<file path="src/rtl/dpi_mem_burst_reader.sv">
// dpi_mem_burst_reader
// Burst read engine in front of the C++ memory model. It takes a base address
// and a beat count, issues one DATA_W-wide beat per cycle, and reads one 64-bit
// lane per dpi_read_ram call. Each result is held back LATENCY cycles before it
// becomes visible on the rsp_* channel.
//
// Each issued beat claims a response slot at issue time, so the slot count is
// the credit pool. Every slot carries a countdown that models the fixed read
// latency. A slot becomes visible at the FIFO head when its countdown reaches
// zero. Because of this, pipeline occupancy plus FIFO occupancy is simply the
// number of claimed slots.
//
// Build options:
//   DPI_MEM_STATS_EN     adds the stat_beats / stat_stalls saturating counters.
// The memory model is an in-module function returning
// address ^ 0xA5A5_A5A5_A5A5_A5A5.
module dpi_mem_burst_reader #(
    parameter int ADDR_W  = 64,
    parameter int DATA_W  = 64,
    parameter int LATENCY = 2,
    parameter int DEPTH   = 4,
    parameter int LEN_W   = 4
) (
    input  logic              clk,
    input  logic              rst_n,
    input  logic              req_valid,
    output logic              req_ready,
    input  logic [ADDR_W-1:0] req_addr,
    input  logic [LEN_W-1:0]  req_len,
    output logic              rsp_valid,
    input  logic              rsp_ready,
    output logic [DATA_W-1:0] rsp_data,
    output logic              rsp_last,
    output logic              busy
`ifdef DPI_MEM_STATS_EN
    ,
    output logic [31:0]       stat_beats,
    output logic [31:0]       stat_stalls
`endif
);

    localparam int LANES      = DATA_W / 64;
    localparam int BEAT_BYTES = DATA_W / 8;
    localparam int PW         = (DEPTH > 1) ? $clog2(DEPTH) : 1;
    localparam int CW         = $clog2(DEPTH + 1);
    localparam int WW         = (LATENCY > 1) ? $clog2(LATENCY) : 1;

    localparam logic [PW-1:0] LAST_SLOT = PW'(DEPTH - 1);
    localparam logic [CW-1:0] DEPTH_C   = CW'(DEPTH);
    localparam logic [WW-1:0] LAT_M1    = WW'(LATENCY - 1);

    function automatic longint dpi_read_ram(input longint a);
        return a ^ 64'hA5A5_A5A5_A5A5_A5A5;
    endfunction

    typedef enum logic [0:0] {
        IDLE  = 1'b0,
        ISSUE = 1'b1
    } state_t;

    state_t            state;
    logic [LEN_W-1:0]  len_q;
    logic [LEN_W-1:0]  beat_cnt;
    logic [63:0]       beat_addr;

    logic [DATA_W-1:0] slot_data [DEPTH];
    logic [DEPTH-1:0]  slot_last;
    logic [WW-1:0]     slot_wait [DEPTH];
    logic [PW-1:0]     wr_ptr;
    logic [PW-1:0]     rd_ptr;
    logic [CW-1:0]     slot_cnt;

    logic              issue;
    logic              last_beat;
    logic              rsp_fire;

    // A beat goes out only in ISSUE with a free slot. Nothing issues during
    // reset, so no DPI call can happen while rst_n is low.
    assign issue     = rst_n && (state == ISSUE) && (slot_cnt < DEPTH_C);
    assign last_beat = (beat_cnt == len_q);
    assign rsp_fire  = rsp_valid && rsp_ready;

    assign req_ready = rst_n && (state == IDLE);
    assign busy      = (state == ISSUE) || (slot_cnt != '0);

    // The head slot is presented only after its latency countdown has expired.
    // Outputs read zero whenever nothing is valid.
    assign rsp_valid = (slot_cnt != '0) && (slot_wait[rd_ptr] == '0);
    assign rsp_data  = rsp_valid ? slot_data[rd_ptr] : '0;
    assign rsp_last  = rsp_valid && slot_last[rd_ptr];

    // Request FSM: latch a burst in IDLE, walk its beats in ISSUE.
    always_ff @(posedge clk) begin
        if (!rst_n) begin
            state    <= IDLE;
            beat_cnt <= '0;
        end else begin
            case (state)
                IDLE: begin
                    if (req_valid) begin
                        state     <= ISSUE;
                        len_q     <= req_len;
                        beat_addr <= 64'(req_addr);
                        beat_cnt  <= '0;
                    end
                end
                ISSUE: begin
                    if (issue) begin
                        beat_cnt  <= beat_cnt + 1'b1;
                        beat_addr <= beat_addr + 64'(BEAT_BYTES);
                        if (last_beat) begin
                            state <= IDLE;
                        end
                    end
                end
                default: state <= IDLE;
            endcase
        end
    end

    // Slot bookkeeping. A slot is claimed on issue and freed on the rsp
    // handshake, so a freed credit can be reused from the following cycle.
    always_ff @(posedge clk) begin
        if (!rst_n) begin
            wr_ptr   <= '0;
            rd_ptr   <= '0;
            slot_cnt <= '0;
        end else begin
            if (issue) begin
                wr_ptr <= (wr_ptr == LAST_SLOT) ? '0 : wr_ptr + 1'b1;
            end
            if (rsp_fire) begin
                rd_ptr <= (rd_ptr == LAST_SLOT) ? '0 : rd_ptr + 1'b1;
            end
            case ({issue, rsp_fire})
                2'b10:   slot_cnt <= slot_cnt + 1'b1;
                2'b01:   slot_cnt <= slot_cnt - 1'b1;
                default: slot_cnt <= slot_cnt;
            endcase
        end
    end

    // Latency countdown per slot. A newly issued beat starts at LATENCY-1, so
    // it reaches the head at the earliest LATENCY cycles after its issue edge.
    always_ff @(posedge clk) begin
        if (!rst_n) begin
            for (int i = 0; i < DEPTH; i++) begin
                slot_wait[i] <= '0;
            end
        end else begin
            for (int i = 0; i < DEPTH; i++) begin
                if (slot_wait[i] != '0) begin
                    slot_wait[i] <= slot_wait[i] - 1'b1;
                end
            end
            if (issue) begin
                slot_wait[wr_ptr] <= LAT_M1;
            end
        end
    end

    // Lane reads: exactly one model call per 64-bit lane, only on an issue edge.
    // Lane j reads beat_addr + 8*j, and the address wraps modulo 2^64.
    always_ff @(posedge clk) begin
        if (issue) begin
            for (int j = 0; j < LANES; j++) begin
                slot_data[wr_ptr][j*64 +: 64] <= dpi_read_ram(beat_addr + 64'(8 * j));
            end
            slot_last[wr_ptr] <= last_beat;
        end
    end

`ifdef DPI_MEM_STATS_EN
    logic stall;

    assign stall = (state == ISSUE) && (slot_cnt == DEPTH_C);

    // Saturating counters for delivered beats and credit-starved ISSUE cycles.
    always_ff @(posedge clk) begin
        if (!rst_n) begin
            stat_beats  <= '0;
            stat_stalls <= '0;
        end else begin
            if (rsp_fire && (stat_beats != 32'hFFFF_FFFF)) begin
                stat_beats <= stat_beats + 1'b1;
            end
            if (stall && (stat_stalls != 32'hFFFF_FFFF)) begin
                stat_stalls <= stat_stalls + 1'b1;
            end
        end
    end
`endif

endmodule

</file>
<file path="config.mk">
export PLATFORM = sky130hd
export DESIGN_NAME = dpi_mem_burst_reader
export DESIGN_NICKNAME = d
export VERILOG_FILES = /design/src/rtl/dpi_mem_burst_reader.sv
export SDC_FILE = /design/constraint.sdc
export NUM_CORES = 1
export LEC_CHECK = 0
export CAP_MARGIN = 20
export CORE_MARGIN = 8
export CORE_UTILIZATION = 25
export CTS_BUF_LIST = sky130_fd_sc_hd__clkbuf_2 sky130_fd_sc_hd__clkbuf_4 sky130_fd_sc_hd__clkbuf_8
export CTS_CLUSTER_SIZE = 40
export DETAILED_ROUTE_END_ITERATION = 7
export GPL_TIMING_DRIVEN = 0
export RECOVER_POWER = 25
export SYNTH_ARGS = -nofsm -noshare
export SYNTH_HDL_FRONTEND = slang
export SYNTH_SLANG_ARGS = --single-unit
export TNS_END_PERCENT = 1
</file>
<file path="constraint.sdc">
create_clock -name clk -period 4.2 [get_ports clk]
set_clock_uncertainty 0.2 [all_clocks]
set_input_delay 0.84 -clock clk [delete_from_list [all_inputs] [get_ports clk]]
set_output_delay 0.84 -clock clk [all_outputs]
set_load 0.02 [all_outputs]
</file>
# ---- Word level (Yosys, flattened, before mapping)
# Memories as Yosys holds them, arrays and structs flattened. A register that Yosys moved wholly into a read port is not among the register bits.
# Cells that the tools add are included.
dict set report word_totals {
  input_bits 72
  n_memories 2
  ff_bits 84
  elab_cells 95
  ramBits 260
  out_inout_bits 68
}
dict set report op_classes {
  muxes 44
  magnitude_cmp 4
  add_sub_neg 10
  n_eq_ne 7
  n_bitwise 7
  reduce_logical 13
}
# name words word_bits read_ports rd_clocked_by_memory_dff wr line
set memory_table {}
lappend memory_table {slot_data 4 64 1 1 1 66} ;# logic [DATA_W-1:0] slot_data [DEPTH];
lappend memory_table {slot_wait 4 1 5 1 5 68} ;# logic [WW-1:0] slot_wait [DEPTH];
# operator count
set op_table {}
lappend op_table {{$mux W64} 3}
lappend op_table {{$pmux W64 S2} 1}
lappend op_table {{$add A64 B4 Y64 const B} 1}
lappend op_table {{$not A32 Y32} 1}
lappend op_table {{$mux W1} 26}
lappend op_table {{$mux W2} 6}
lappend op_table {{$mux W4} 2}
lappend op_table {{$pmux W4 S2} 1}
lappend op_table {{$logic_and A1 B1 Y1} 7}
lappend op_table {{$eq A2 B2 Y1 const B} 3}
lappend op_table {{$lt A2 B3 Y1 const B} 2}
lappend op_table {{$pmux W3 S2} 1}
lappend op_table {{$reduce_and A3 Y1} 2}
lappend op_table {{$add A2 B1 Y2 const B} 2}
lappend op_table {{$add A4 B1 Y4 const B} 1}
lappend op_table {{$bwmux W4} 1}
lappend op_table {{$eq A4 B4 Y1} 1}
lappend op_table {{$or A1 B1 Y1} 4}
lappend op_table {{$sub A1 B1 Y1 const B} 4}
lappend op_table {{$add A3 B1 Y3 const B} 1}
lappend op_table {{$lt A3 B3 Y1 const B} 1}
lappend op_table {{$reduce_bool A3 Y1} 1}
lappend op_table {{$sub A3 B1 Y3 const B} 1}
lappend op_table {{$bmux W1 S2} 1}
lappend op_table {{other kinds (10)} 11}

# ---- Logic depth before layout (Yosys ltp)
dict set report depth {
  word_depth 5
  mapped_depth 10
  depth_no_buf 9
}

# ---- Worst setup path before layout
# No wires, ideal clock.
dict set report synth_path {
  path_type {input port to flip-flop}
  startpoint {input port rst_n}
  endpoint {memory slot_data[0][0] (enable)}
  required_time_ps 3570
  cell_stages 2
  path_slack_ps 917
  setup_time_ps 430
  arrival_ps 2652
  n_path_buf 1
  cell_sequence {clkbuf_1 and3_1}
}
dict set report synth_between {
  elab_chain_cells 4
}
# item line
set synth_lines {}
lappend synth_lines {{start: declaration} 25} ;# input logic rst_n,
lappend synth_lines {{$logic_and A1 B1 Y1 (2 in series)} 79} ;# assign issue = rst_n && (state == ISSUE) && (slot_cnt < DEPTH_C);
lappend synth_lines {{$mux W1} 165} ;# if (issue) begin
lappend synth_lines {{$mux W1 (implied by the code)} 167} ;# slot_data[wr_ptr][j*64 +: 64] <= dpi_read_ram(beat_addr + 64'(8 * j));
lappend synth_lines {{end: declaration} 66}
# No other way between the ends.

==> reports/metrics.yaml <==
yosys:
  syn_inst: 963
  syn_avg_cell_area_um2: 15.4
  syn_area_um2: 14800
  yosys_warnings: 0
  synth_edf_count: 328
  ys_seq_area_share_pct: 68.8
  synth_ff_type: "edfxtp_1"
  ys_ff_latch: 346
  async_reset_ff_share_pct: 0
  netlist-cell-type-count: 45
  syn_nets: 1044
global_route:
  grt_max_degree: 62
  antenna_found_initial: 1
  grt_use_total_pct: 11.7
  grt.busiest_layer: "met2"
  use_met2_pct: 18.7
  grt_overflow: 0
  grt_pass1_vias: 9230
  grt_util_met3_pct: 2.70
  grt_pass1_wl_mm: 59.7
  grt_util_met1_pct: 16.0
sta:
  post-route-period-util_pct: 97.1
  period_minus_slack_ps: 4080
  finalSetupTns_ps: 0
  setup_viol: 0
  worstMarginPinSlew_ps: 1130
  rsz0062_at_grt: "true"
  hold_viol: 0
  slew_violations: 0
  slew_headroom_pct: 24.2
  worst_slack_ps: 120
  fmax_mhz: 245
power_and_ir_drop:
  p_leak_nw: 6.02
  p_per_area_nw_per_um2: 511
  peakVddDrop_uv: 199
final_layout:
  fin_util_pct: 31.4
  finalNonFillerCells: 1976
  drive_gt1_share_pct: 15.8
  layout_common_cells: "edfxtp_1 (328), clkdlybuf4s50_1 (110), nor2_1 (76), and2_1 (68), mux4_2 (66)"
  diodes: 0
  layout.cells.most_common: "edfxtp_1"
  finalNetCount: 1246
  synthToLayoutAreaGrowth_pct: 24.6
clocking:
  cts_buffer_depth: 3
  numCtsBuffers: 55
  cts_root_buf: "clkbuf_8"
  clock-sinks: 346
  insertion_delay_ps: 580
  h-tree-depth: 2
  cts_tree: "done"
  clk_pin_slew_ps: 60
  cts_setup_buffers: 0
placement:
  dp_hpwl_mm: 28.3
  pre_cts_slack_ps: -321
  place.gp.congestion: 0.775
  placedCellCount: 1881
  portBuffers: 139
floorplan:
  die_area_um2: 67400
  ios: 140
  fp.dieH_um: 260
  core-area_um2: 58800
  num_rows: 89
  die_x_um: 260
  start_util_pct: 25.2
critical_path:
  end_kind: "output port"
  cp_max_fo: 10
  reg2reg_depth: 6
  rr_endpoint: "beat_addr[57]"
  cp.arrival_ps: 3040
  startpoint_type: "flop"
  setup.worst_path.class: "flop to output port"
  crit_required_ps: 3160
  r2r_start: "beat_addr[4]"
  reg2reg_slack_ps: 760
run:
  cap_violations: 0
detailed_routing:
  drt_iter0_markers: 818
  ant_nets: 0
  firstDrtPassIters: 5
  drc: 0
  vias_per_cell: 4.61
  avgRoutedWirePerCell_um: 20.6
  routed-via-count: 9106
  wl_mm: 40.7
worst_hold_path:
  hold-path-cell-count: 2
  hold_path_class: "flop to flop"
  hold_end: "wr_ptr[1]"
  min_from: "wr_ptr[1]"
outcome:
  status: "finished, final reports clean"
[power by group]
part	switching (mW)	internal [mW]	leakage, nW
registers	0.142	4.03	3.13
logic	1.38	1.09	2.33
clock network	1.27	1.54	0.562
[cell families after synthesis]
group	share of synthesized area, %
compound gates	3.34
xor+xnor	2.89
fa+ha+maj	0.810
buf+inv	2.35
flops	68.8
mux	10.4
simple gates	11.3
[layout make-up]
class	count	area (µm²)
well taps	773	967
plain buffers	45	221
multi-input cells	526	4310
fillers	5873	40300
clock inverters	20	138
repair buffers	145	1530
inverters	46	173
flip-flops and latches	346	10200
clock buffers	75	926
[sequential cells by signal, summed over array words and instances (netlist names), 3 cells and up, named ones only]
signal / cells
beat_addr: 64
len_q: 4
slot_last: 4
slot_data: 256
slot_cnt: 3
slot_wait: 4
beat_cnt: 4
[routing by layer]
metal  wire length (µm)  part of all wire, %  vias up
met1              17900                   44     4595
met3               2890                  7.1       61
met4                748                  1.8        2
met5                  7                0.017        -
li1                   -                    -     4117
met2              19100                   47      331
[synthesized netlist by cell type (all sizes together), types with 2 or more instances]
master,count,area share [%]
nor4b,2,0.16
nand4,25,1.1
nand3,30,1.1
nor3,20,0.71
a21oi,44,1.5
mux2i,5,0.34
xor2,13,0.77
and3,12,0.51
nor4,16,0.68
ha,8,0.68
a21boi,2,0.10
or4,13,0.71
inv,45,1.1
mux4,66,10
nand2,27,0.68
nor2,77,1.9
or2,2,0.084
edfxtp,328,66
o31ai,7,0.35
and4,2,0.12
and2,68,2.9
nor2b,3,0.13
or3,13,0.55
a31oi,15,0.63
dfxtp,18,2.4
clkbuf,34,0.86
buf,11,0.33
xnor2,36,2.1
o21ai,11,0.37
[worst max path at each step]
stage	slack, ps	cells after the start	startpoint	end
after floorplan	920	2	rst_n	slot_data[0][0]
after CTS	-20	5	flop	rsp_data[21]
after global routing	-60	6	flop	rsp_data[20]
after global placement	-1210	3	rst_n	slot_data[0][16]
after detailed placement	-320	7	flop	rsp_data[39]
final	120	5	flop	rsp_data[54]
[metrics by stage]
step | hold WS (ps) | area [µm²] | power (mW)
2_1_floorplan | 259 | 14800 | 5.58
3_3_place_gp | 290 | 17200 | 6.74
3_5_place_dp | 296 | 17400 | 6.81
4_1_cts | 306 | 18500 | 9.62
5_1_grt | 331 | 18500 | 9.90
6_report | 305 | 18500 | 9.45
[critical path, stage by stage, from the launching register on]
cell and delay (ps):
dfxtp_1 330, clkbuf_2 380, clkbuf_1 580, mux4_2 440, and2_1 170, clkdlybuf4s50_1 540
[what timing repair did]
action                     CTS  global route
setup endpoints to repair   65            25
resized for setup           66            11
hold buffers                 0             0
No activity file was read; power rests on OpenSTA's default activity.
